===== src/rtl/jtframe_joy_pkg.sv =====
// rtl/jtframe_joy_pkg.sv - shared constants and slot-to-button map for the joystick shifter
// Contents:
//   JOY_W          button vector width per player
//   FRAME_LEN_DEF  default number of serial slots per scan frame
//   FIRST_SLOT     first slot that carries button data (earlier slots are discarded)
//   joy_map()      slot number -> {used, player 2 select, button bit index}
package jtframe_joy_pkg;

    localparam int JOY_W         = 12;
    localparam int FRAME_LEN_DEF = 26;
    localparam int FIRST_SLOT    = 2;

    // Button bit order for the eight main slots of each player, nibble i = slot FIRST_SLOT+i
    localparam logic [31:0] MAIN_ORDER  = {4'd3, 4'd2, 4'd1, 4'd0, 4'd4, 4'd5, 4'd6, 4'd8};
    // Bit order for the four extra buttons, nibble i = i-th extra slot
    localparam logic [15:0] EXTRA_ORDER = {4'd7, 4'd9, 4'd11, 4'd10};

    typedef struct packed {
        logic       used;
        logic       p2;
        logic [3:0] idx;
    } joy_map_t;

    function automatic joy_map_t joy_map(input int slot);
        joy_map_t m;
        m = '0;
        if (slot < FIRST_SLOT) begin
            m.used = 1'b0;
        end else if (slot < FIRST_SLOT + 8) begin
            m.used = 1'b1;
            m.p2   = 1'b0;
            m.idx  = MAIN_ORDER[4*(slot - FIRST_SLOT) +: 4];
        end else if (slot < FIRST_SLOT + 16) begin
            m.used = 1'b1;
            m.p2   = 1'b1;
            m.idx  = MAIN_ORDER[4*(slot - FIRST_SLOT - 8) +: 4];
        end else if (slot < FIRST_SLOT + 20) begin
            // extra buttons arrive for player 2 first
            m.used = 1'b1;
            m.p2   = 1'b1;
            m.idx  = EXTRA_ORDER[4*(slot - FIRST_SLOT - 16) +: 4];
        end else if (slot < FIRST_SLOT + 24) begin
            m.used = 1'b1;
            m.p2   = 1'b0;
            m.idx  = EXTRA_ORDER[4*(slot - FIRST_SLOT - 20) +: 4];
        end
        return m;
    endfunction

endpackage


===== src/rtl/jtframe_joy_shift_if.sv =====
// rtl/jtframe_joy_shift_if.sv - joystick shift-register link and decoded button outputs
// Signals:
//   joy_clk    shift clock to the external shift register
//   joy_load   parallel-load strobe, active low
//   joy_data   serial button data, active low
//   joy1/joy2  published player buttons, active high
//   joy_valid  one-cycle pulse when joy1/joy2 are republished
// Modports: master = scanner (jtframe_joy_shift), slave = pad side / consumer.
interface jtframe_joy_shift_if import jtframe_joy_pkg::*; ();

    logic             joy_clk;
    logic             joy_load;
    logic             joy_data;
    logic [JOY_W-1:0] joy1;
    logic [JOY_W-1:0] joy2;
    logic             joy_valid;

    modport master (
        output joy_clk, joy_load, joy1, joy2, joy_valid,
        input  joy_data
    );

    modport slave (
        input  joy_clk, joy_load, joy1, joy2, joy_valid,
        output joy_data
    );

endinterface


===== src/rtl/jtframe_joy_debounce.sv =====
// rtl/jtframe_joy_debounce.sv - two-frame agreement filter for published button bits
// Built only when JTFRAME_JOY_DEBOUNCE_EN is defined.
// Ports:
//   clk_sys, rst  system clock, asynchronous active-high reset
//   publish       end-of-frame strobe; captures cur as the previous frame
//   cur           freshly scanned frame
//   held          currently published outputs
//   next          value to publish: cur where it matches last frame, held elsewhere
`ifdef JTFRAME_JOY_DEBOUNCE_EN
module jtframe_joy_debounce #(
    parameter int W = 24
) (
    input  logic         clk_sys,
    input  logic         rst,
    input  logic         publish,
    input  logic [W-1:0] cur,
    input  logic [W-1:0] held,
    output logic [W-1:0] next
);

    logic [W-1:0] prev;
    logic [W-1:0] stable;

    always_ff @(posedge clk_sys or posedge rst) begin
        if (rst) begin
            prev <= '0;
        end else if (publish) begin
            prev <= cur;
        end
    end

    assign stable = ~(cur ^ prev);
    assign next   = (stable & cur) | (~stable & held);

endmodule
`endif


===== src/rtl/jtframe_joy_shift.sv =====
// rtl/jtframe_joy_shift.sv - serial joystick scanner for two 12-button pads
// Ports:
//   clk_sys   system clock, all logic on its rising edge
//   rst       asynchronous active-high reset
//   joy       jtframe_joy_shift_if.master: joy_clk/joy_load/joy_data link, joy1/joy2/joy_valid
// Parameters: DIV_W (joy_clk period is 2^DIV_W cycles), FRAME_LEN (slots per frame).
// Option: JTFRAME_JOY_DEBOUNCE_EN publishes a bit only once two frames agree.
module jtframe_joy_shift
    import jtframe_joy_pkg::*;
#(
    parameter int DIV_W     = 8,
    parameter int FRAME_LEN = FRAME_LEN_DEF
) (
    input  logic                clk_sys,
    input  logic                rst,
    jtframe_joy_shift_if.master joy
);

    localparam int               SLOT_W    = $clog2(FRAME_LEN);
    localparam logic [SLOT_W-1:0] LAST_SLOT = SLOT_W'(FRAME_LEN - 1);
    // One cycle before the divider MSB rises, so slot updates land on the joy_clk rising edge
    localparam logic [DIV_W-1:0]  TICK_AT   = {1'b0, {(DIV_W-1){1'b1}}};

    logic [DIV_W-1:0]  div;
    logic [SLOT_W-1:0] slot;
    logic              tick;
    logic              publish;

    logic [JOY_W-1:0]  sh1, sh2;
    logic [JOY_W-1:0]  sh1_nx, sh2_nx;
    logic [JOY_W-1:0]  pub1, pub2;
    logic [JOY_W-1:0]  joy1_q, joy2_q;
    logic              joy_load_q;
    logic              joy_valid_q;
    joy_map_t          m;

    assign tick    = (div == TICK_AT);
    assign publish = tick && (slot == LAST_SLOT);

    always_ff @(posedge clk_sys or posedge rst) begin
        if (rst) begin
            div  <= '0;
            slot <= '0;
        end else begin
            div <= div + DIV_W'(1);
            if (tick) begin
                slot <= (slot == LAST_SLOT) ? '0 : slot + SLOT_W'(1);
            end
        end
    end

    // Sample for the current slot merged into the shadow copy; also feeds the
    // publish path so the last slot of the frame is included in the same edge.
    always_comb begin
        sh1_nx = sh1;
        sh2_nx = sh2;
        m      = joy_map(int'(slot));
        if (tick && m.used) begin
            if (m.p2) begin
                sh2_nx[m.idx] = ~joy.joy_data;
            end else begin
                sh1_nx[m.idx] = ~joy.joy_data;
            end
        end
    end

    always_ff @(posedge clk_sys or posedge rst) begin
        if (rst) begin
            sh1 <= '0;
            sh2 <= '0;
        end else begin
            sh1 <= sh1_nx;
            sh2 <= sh2_nx;
        end
    end

`ifdef JTFRAME_JOY_DEBOUNCE_EN
    jtframe_joy_debounce #(
        .W (2*JOY_W)
    ) u_debounce (
        .clk_sys (clk_sys),
        .rst     (rst),
        .publish (publish),
        .cur     ({sh2_nx, sh1_nx}),
        .held    ({joy2_q, joy1_q}),
        .next    ({pub2, pub1})
    );
`else
    assign pub1 = sh1_nx;
    assign pub2 = sh2_nx;
`endif

    always_ff @(posedge clk_sys or posedge rst) begin
        if (rst) begin
            joy1_q      <= '0;
            joy2_q      <= '0;
            joy_valid_q <= 1'b0;
            joy_load_q  <= 1'b1;
        end else begin
            joy_valid_q <= publish;
            joy_load_q  <= (slot != '0);
            if (publish) begin
                joy1_q <= pub1;
                joy2_q <= pub2;
            end
        end
    end

    assign joy.joy_clk   = div[DIV_W-1];
    assign joy.joy_load  = joy_load_q;
    assign joy.joy1      = joy1_q;
    assign joy.joy2      = joy2_q;
    assign joy.joy_valid = joy_valid_q;

endmodule


===== src/flat_wrapper.sv =====
// flat-port wrapper written by rule: the top's interface ports become plain ports
module jtframe_joy_shift_flat import jtframe_joy_pkg::*;
#(
    parameter int DIV_W     = 8,
    parameter int FRAME_LEN = FRAME_LEN_DEF
)
  (clk_sys, rst, joy_joy_clk, joy_joy_load, joy_joy1, joy_joy2, joy_joy_valid, joy_joy_data);
  jtframe_joy_shift_if joy_i ();
  input  logic clk_sys;
  input  logic rst;
  output wire logic [$bits(joy_i.joy_clk)-1:0] joy_joy_clk;
  output wire logic [$bits(joy_i.joy_load)-1:0] joy_joy_load;
  output wire logic [$bits(joy_i.joy1)-1:0] joy_joy1;
  output wire logic [$bits(joy_i.joy2)-1:0] joy_joy2;
  output wire logic [$bits(joy_i.joy_valid)-1:0] joy_joy_valid;
  input wire logic [$bits(joy_i.joy_data)-1:0] joy_joy_data;
  assign joy_joy_clk = joy_i.joy_clk;
  assign joy_joy_load = joy_i.joy_load;
  assign joy_joy1 = joy_i.joy1;
  assign joy_joy2 = joy_i.joy2;
  assign joy_joy_valid = joy_i.joy_valid;
  assign joy_i.joy_data = joy_joy_data;
  jtframe_joy_shift #(.DIV_W(DIV_W), .FRAME_LEN(FRAME_LEN)) u_core (.clk_sys(clk_sys), .rst(rst), .joy(joy_i));
endmodule

===== config.mk =====
export PLATFORM = sky130hd
export DESIGN_NAME = jtframe_joy_shift_flat
export DESIGN_NICKNAME = d
export VERILOG_FILES = /design/src/rtl/jtframe_joy_pkg.sv /design/src/rtl/jtframe_joy_shift_if.sv /design/src/rtl/jtframe_joy_debounce.sv /design/src/rtl/jtframe_joy_shift.sv /design/src/flat_wrapper.sv
export SDC_FILE = /design/constraint.sdc
export NUM_CORES = 1
export LEC_CHECK = 0
export ABC_CLOCK_PERIOD_IN_PS = 3000
export CAP_MARGIN = 20
export CORE_AREA = 2 2 97 89
export DETAILED_ROUTE_END_ITERATION = 6
export DIE_AREA = 0 0 99 91
export PLACE_DENSITY_LB_ADDON = 0.3
export SLEW_MARGIN = 10
export SYNTH_ARGS = -nofsm -noshare
export SYNTH_HDL_FRONTEND = slang
export SYNTH_SLANG_ARGS = --single-unit

===== constraint.sdc =====
create_clock -name clk_sys -period 3 [get_ports clk_sys]
set_clock_uncertainty 0.15 [all_clocks]
set_input_delay 0.45 -clock clk_sys [delete_from_list [all_inputs] [get_ports clk_sys]]
set_output_delay 0.45 -clock clk_sys [all_outputs]
set_load 0.03 [all_outputs]

# [After elaboration in Yosys (flattened, before gate mapping)]
# Index checks and enable logic that the tools add are counted.
[word_totals] ramBits=0 latchBits=0 memories=0 ff_bits=63 in_bits=3 rom_bits=0
[classes] n_div=0 n_mul=0 n_shift=4 n_addsub=6 n_reduce_logical=4 bitwise=1 n_lt_le_gt_ge=7 mux=15 eq_ne=2
[ops] op="$shiftx A16 B32 Y4 const A" n=2
[ops] op="$shiftx A32 B32 Y4 const A" n=2
[ops] op="$sub A30 B6 Y30 const B" n=2
[ops] op="$mux W12" n=4
[ops] op="$sub A30 B5 Y30 const B" n=1
[ops] op="$bwmux W12" n=2
[ops] op="$mux W6" n=4
[ops] op="$lt A5 B5 Y1 const B" n=3
[ops] op="$mux W5" n=2
[ops] op="$add A8 B1 Y8 const B" n=1
[ops] op="$eq A8 B7 Y1 const B" n=1
[ops] op="$sub A5 B2 Y6 const B" n=1
[ops] op="$add A5 B1 Y5 const B" n=1
[ops] op="$eq A5 B5 Y1 const B" n=1
[ops] op="$lt A4 B5 Y1 const B" n=1
[ops] op="$lt A5 B2 Y1 const B" n=1
[ops] op="$lt A5 B4 Y1 const B" n=1
[ops] op="$reduce_bool A5 Y1" n=1
[ops] op="$demux W1 S4" n=1
[ops] op="$ge A4 B1 Y1 const B" n=1
[ops] op="$logic_and A1 B1 Y1" n=3
[ops] op="$mux W1" n=2
[ops] op="$not A1 Y1" n=1

# [Longest topological paths before layout]
[depth] depth_word=15 mapped_depth=12 depth_no_buf=8

# [Worst setup path before layout]
# No wires, ideal clock.
[synth_timing] path_type="register to register" start="register u_core.slot[1]" end="register u_core.sh2[9]" slack_ps=86 setup_ps=137 stages_incl_launch_ff=12 arrival_time_ps=2627 cell_sequence="dfrtp_1 buf_2 inv_1 ha_1 xor2_1 a22o_1 a21boi_0 o32ai_1 clkbuf_1 buf_1 nand3b_1 mux2i_1"
[synth_via] elab_chain_len=15 elab_cells_between_ends=28
[synth_rtl] element="start: declaration" line="jtframe_joy_shift.sv:25" text="logic [SLOT_W-1:0] slot;"
[synth_rtl] element="start signal: assignment" line="jtframe_joy_shift.sv:47" text="slot <= (slot == LAST_SLOT) ? '0 : slot + SLOT_W'(1);"
[synth_rtl] element="$sub A5 B2 Y6"
[synth_rtl] element="$sub A30 B6 Y30" line="jtframe_joy_pkg.sv:45" text="m.idx = EXTRA_ORDER[4*(slot - FIRST_SLOT - 20) +: 4];"
[synth_rtl] element="$shiftx A16 B32 Y4" line="jtframe_joy_pkg.sv:45"
[synth_rtl] element="$mux W6" line="jtframe_joy_pkg.sv:42" text="end else if (slot < FIRST_SLOT + 24) begin"
[synth_rtl] element="$mux W6" line="jtframe_joy_pkg.sv:37" text="end else if (slot < FIRST_SLOT + 20) begin"
[synth_rtl] element="$mux W6" line="jtframe_joy_pkg.sv:33" text="end else if (slot < FIRST_SLOT + 16) begin"
[synth_rtl] element="$mux W6" line="jtframe_joy_pkg.sv:29" text="end else if (slot < FIRST_SLOT + 8) begin"
[synth_rtl] element="$mux W5" line="jtframe_joy_pkg.sv:27" text="if (slot < FIRST_SLOT) begin"
[synth_rtl] element="$lt A4 B5 Y1 (not written as such) / $ge A4 B1 Y1 (equally long branches)" line="jtframe_joy_shift.sv:60" text="sh2_nx[m.idx] = ~joy.joy_data;"
[synth_rtl] element="$logic_and A1 B1 Y1 (not written as such)" line="jtframe_joy_shift.sv:60"
[synth_rtl] element="$mux W1 (not written as such)" line="jtframe_joy_shift.sv:60"
[synth_rtl] element="$demux W1 S4"
[synth_rtl] element="$bwmux W12" line="jtframe_joy_shift.sv:60"
[synth_rtl] element="$mux W12" line="jtframe_joy_shift.sv:59" text="if (m.p2) begin"
[synth_rtl] element="$mux W12 *" line="jtframe_joy_shift.sv:58" text="if (tick && m.used) begin"
[synth_rtl] element="via u_core.pub2[9]" line="jtframe_joy_shift.sv:31" text="logic [JOY_W-1:0] pub1, pub2;"
[synth_rtl] element="end signal: assignment" line="jtframe_joy_shift.sv:73" text="sh2 <= sh2_nx;"
[synth_rtl] element="end: declaration" line="jtframe_joy_shift.sv:29" text="logic [JOY_W-1:0] sh1, sh2;"
# The timed path passes the listed nets; every way through them passes the cells marked *.
# A chain may end at the register's enable or synchronous reset.

# [Final worst setup path]
[layout_timing] start="register u_core.slot[2]" end="register u_core.joy1_q[10], in the netlist u_core.joy.joy1[10]"
[layout_via] elab_chain_len=15 elab_cells_between_ends=30
[layout_rtl] element="$sub A5 B2 Y6"
[layout_rtl] element="$sub A30 B6 Y30" line="jtframe_joy_pkg.sv:45"
[layout_rtl] element="$shiftx A16 B32 Y4" line="jtframe_joy_pkg.sv:45"
[layout_rtl] element="$mux W6" line="jtframe_joy_pkg.sv:42"
[layout_rtl] element="$mux W6" line="jtframe_joy_pkg.sv:37"
[layout_rtl] element="$mux W6" line="jtframe_joy_pkg.sv:33"
[layout_rtl] element="$mux W6" line="jtframe_joy_pkg.sv:29"
[layout_rtl] element="$mux W5" line="jtframe_joy_pkg.sv:27"
[layout_rtl] element="$lt A4 B5 Y1 (not written as such) / $ge A4 B1 Y1 (equally long branches)" line="jtframe_joy_shift.sv:62" text="sh1_nx[m.idx] = ~joy.joy_data;"
[layout_rtl] element="$logic_and A1 B1 Y1 (not written as such)" line="jtframe_joy_shift.sv:62"
[layout_rtl] element="$mux W1 (not written as such)" line="jtframe_joy_shift.sv:62"
[layout_rtl] element="$demux W1 S4"
[layout_rtl] element="$bwmux W12" line="jtframe_joy_shift.sv:62"
[layout_rtl] element="$mux W12" line="jtframe_joy_shift.sv:59"
[layout_rtl] element="$mux W12" line="jtframe_joy_shift.sv:58"
[layout_rtl] element="end signal: assignment" line="jtframe_joy_shift.sv:103" text="joy1_q <= pub1;"
[layout_rtl] element="end: declaration" line="jtframe_joy_shift.sv:32" text="logic [JOY_W-1:0] joy1_q, joy2_q;"
# Several ways; a longest one is shown, not always the timed one.

==> impl_metrics.yaml <==
power:
  p_leak_nw: 1.70
  seqPwrFrac_pct: 48.8
  internal_power_mw: 1.36
  swShare_pct: 22.7
  power_mw: 1.76
  power.share.combinational_pct: 2.2
  p_per_area_nw_per_um2: 455
  p_switching_uw: 400
  vdd_drop_max_uv: 214
  clkPwrFrac_pct: 49.1
route:
  avgViaCountPerCell: 5.31
  route.vias.total: 2438
  wl_per_cell_um: 14.9
  drc: 0
  drt_pre_antenna_iters: 4
  drtIter0Drc: 184
  wl_um: 6860
  ant_nets: 0
place:
  post-place-ws_ns: 0.177
  io_buffers: 29
  place_congestion: 0.927
  dp_hpwl_um: 4660
die:
  core_sq_um: 7950
  die_x_um: 99
  die-area_sq_um: 9010
  initial_core_util_pct: 39.3
  pin_count: 30
  rows: 31
  die_h_um: 91
grt:
  grt_pass1_wl_um: 11900
  antenna_found_initial: 0
  grt_max_degree: 43
  grt-ovfl-total: 0
  track_usage_pct: 16.6
  grt_pass1_vias: 2434
synthesis:
  synth_area_leader_cell: "dfrtp_1"
  ys_seq_area_share_pct: 50.5
  synth_ff_type: "dfrtp_1"
  ys_warn_count: 0
  ys_seq_elements: 63
  synth_area_per_cell_sq_um: 9.79
  synth_top_area_share_pct: 49.7
  synth_cells: 319
  yosysUniqueCellTypes: 54
  synthTopCellsByArea: "dfrtp_1, mux2i_1, nand2_1, nand3_1, o21ai_0"
  synth_edf_count: 0
  netlist_area_sq_um: 3120
  synth_commonest_cells: "dfrtp_1, nand2_1, inv_1"
  async_reset_ff_share_pct: 100
  synthMostInstantiatedCell: "dfrtp_1"
  synthesis.nets: 328
timing:
  fin_ws_ns: 0.206
  relSlewSlack_pct: 63.7
  layout_min_cycle_time_ns: 2.79
  rsz0062_at_grt: "no"
  fin_crit_sh_pct: 93.1
  tns_ns: 0
  drv_slew: 0
  maxClockFrequency_ghz: 0.358
  tightest_slew_ns: 0.543
  setup_viol: 0
  hold_viol: 0
critical_path:
  crit_required_ns: 3.10
  end_kind: "flop"
  cp_max_fo: 8
  crit_type: "flop to flop"
  critPathLaunchType: "flop"
  max_stage_delay_ns: 0.46
  critPathArrivalTime_ns: 2.89
  crit_chain: "inv_1 > ha_2 > xor2_1 > a22o_1 > a21boi_0 > o32a_1 > nand3_1 > a31o_2"
  slowest_stage: "o32a_1"
min_path:
  holdCritPathClass: "primary input to asynchronous set/reset pin"
cts:
  clkTransAtPathRegs_ns: 0.07
  cts_root_buf: "clkbuf_8"
  cts_max_level: 3
  clock_tree.buffer_depth: 2
  cts_tree: "yes"
  clk_latency_ns: 0.36
  cts_hold_buf: 0
  cts_buffers: 9
  clock-sinks: 63
run:
  max_cap_viol_count: 0
cells_and_area:
  drive_above_1_share_pct: 13.6
  final_util_pct: 48.7
  area_delta_synth_final_pct: 23.8
  n_antenna_cell: 0
  nets: 364
status:
  status: "completed"
## flip-flops by register name, summed over array words and instances, names as in the netlist
register              count
u_core.joy.joy2          12
u_core.joy.joy1          12
u_core.div                8
u_core.joy.joy_valid      1
u_core.sh2               12
u_core.joy.joy_load       1
u_core.sh1               12
u_core.slot               5
## cell families (layout without fill, tap and decap cells)
group	Yosys count	count (layout)	synth area share, %
simple gates	111	111	17.9
compound gates	66	66	15.1
xor+xnor	8	8	2.24
mux	18	18	5.85
flops	63	63	50.5
fa+ha+maj	7	7	2.72
buf+inv	46	87	5.73
## metal layers
metal / share of wire, % / up-vias / track usage (%) / wire length (um)
met1: 50 / 1175 / 24.3 / 3420
met4: 2.1 / 0 / 7.42 / 141
met3: 4.0 / 11 / 3.54 / 272
li1: - / 1190 / - / -
met2: 44 / 62 / 23.7 / 3020
met5: 0 / - / 0 / 0
## cell type report
class | count | area (sq um)
Clock inverter | 6 | 92.6
Tap cell | 99 | 124
Multi-Input combinational cell | 210 | 1400
Timing Repair Buffer | 47 | 450
Sequential cell | 63 | 1580
Fill cell | 719 | 4080
Inverter | 24 | 90.1
Clock buffer | 10 | 138
## layout by cell type (no fill, tap or decap), drive strengths merged, types with 3 or more instances in the layout
cell type      instances
mux2i                 16
clkdlybuf4s50         29
clkbuf                10
nand4                  3
inv                   25
nand2b                 5
o31ai                  9
ha                     6
nand3                 19
o41ai                  7
a21oi                  5
o22ai                  3
o21ai                 18
nand2                 41
nor2b                  8
nor2                  17
buf                   18
xnor2                  5
xor2                   3
dfrtp                 62
## final timing paths
check | from | endpoint | slack, ns | cells after the start
hold / removal | rst | u_core.joy.joy1[8]$_DFFE_PP0P_ | 0.28 | 2
max in group asynchronous | rst | u_core.sh1[1]$_DFF_PP0_ | 1.83 | 3
setup / recovery | u_core.slot[2]$_DFFE_PP0N_ | u_core.joy.joy1[10]$_DFFE_PP0P_ | 0.21 | 8
setup reg to reg | u_core.slot[2]$_DFFE_PP0N_ | u_core.joy.joy1[10]$_DFFE_PP0P_ | 0.21 | 8
min in group clk_sys | u_core.joy.joy2[2]$_DFFE_PP0P_ | u_core.joy.joy2[2]$_DFFE_PP0P_ | 0.32 | 2
hold reg to reg | u_core.joy.joy2[2]$_DFFE_PP0P_ | u_core.joy.joy2[2]$_DFFE_PP0P_ | 0.32 | 2
## power by group through the flow
stage	combinational, mW	sequential [mW]	clock (mW)
4_1_cts	0.0398	0.858	0.879
2_1_floorplan	0.0245	0.874	0
6_report	0.0379	0.858	0.864
3_5_place_dp	0.0396	0.875	0
3_3_place_gp	0.0387	0.875	0
5_1_grt	0.0442	0.859	0.914
## through the flow
step / hold WS (ns) / cell area (sq um) / cells
2_1_floorplan: 0.289 / 3120 / 319
3_3_place_gp: 0.312 / 3610 / 442
3_5_place_dp: 0.311 / 3610 / 442
4_1_cts: 0.291 / 3840 / 458
5_1_grt: 0.327 / 3870 / 459
6_report: 0.279 / 3870 / 459
## critical path, delay by kind of cell (launching register included)
family,cells,cell delay [ns]
buffers and inverters,1,0.13
adder cells (fa/ha/maj),1,0.32
flip-flops,1,0.38
XOR/XNOR,1,0.20
AO/OA/AOI/OAI,4,1.31
AND/OR/NAND/NOR,1,0.19
## timing repair
| item | 4_1_cts | 5_1_grt |
|---|---|---|
| buffers inserted | 0 | 1 |
| endpoints found under the setup margin | 0 | 13 |
| resized for setup | 0 | 4 |
Note: power is estimated with default switching activity, not from simulation.
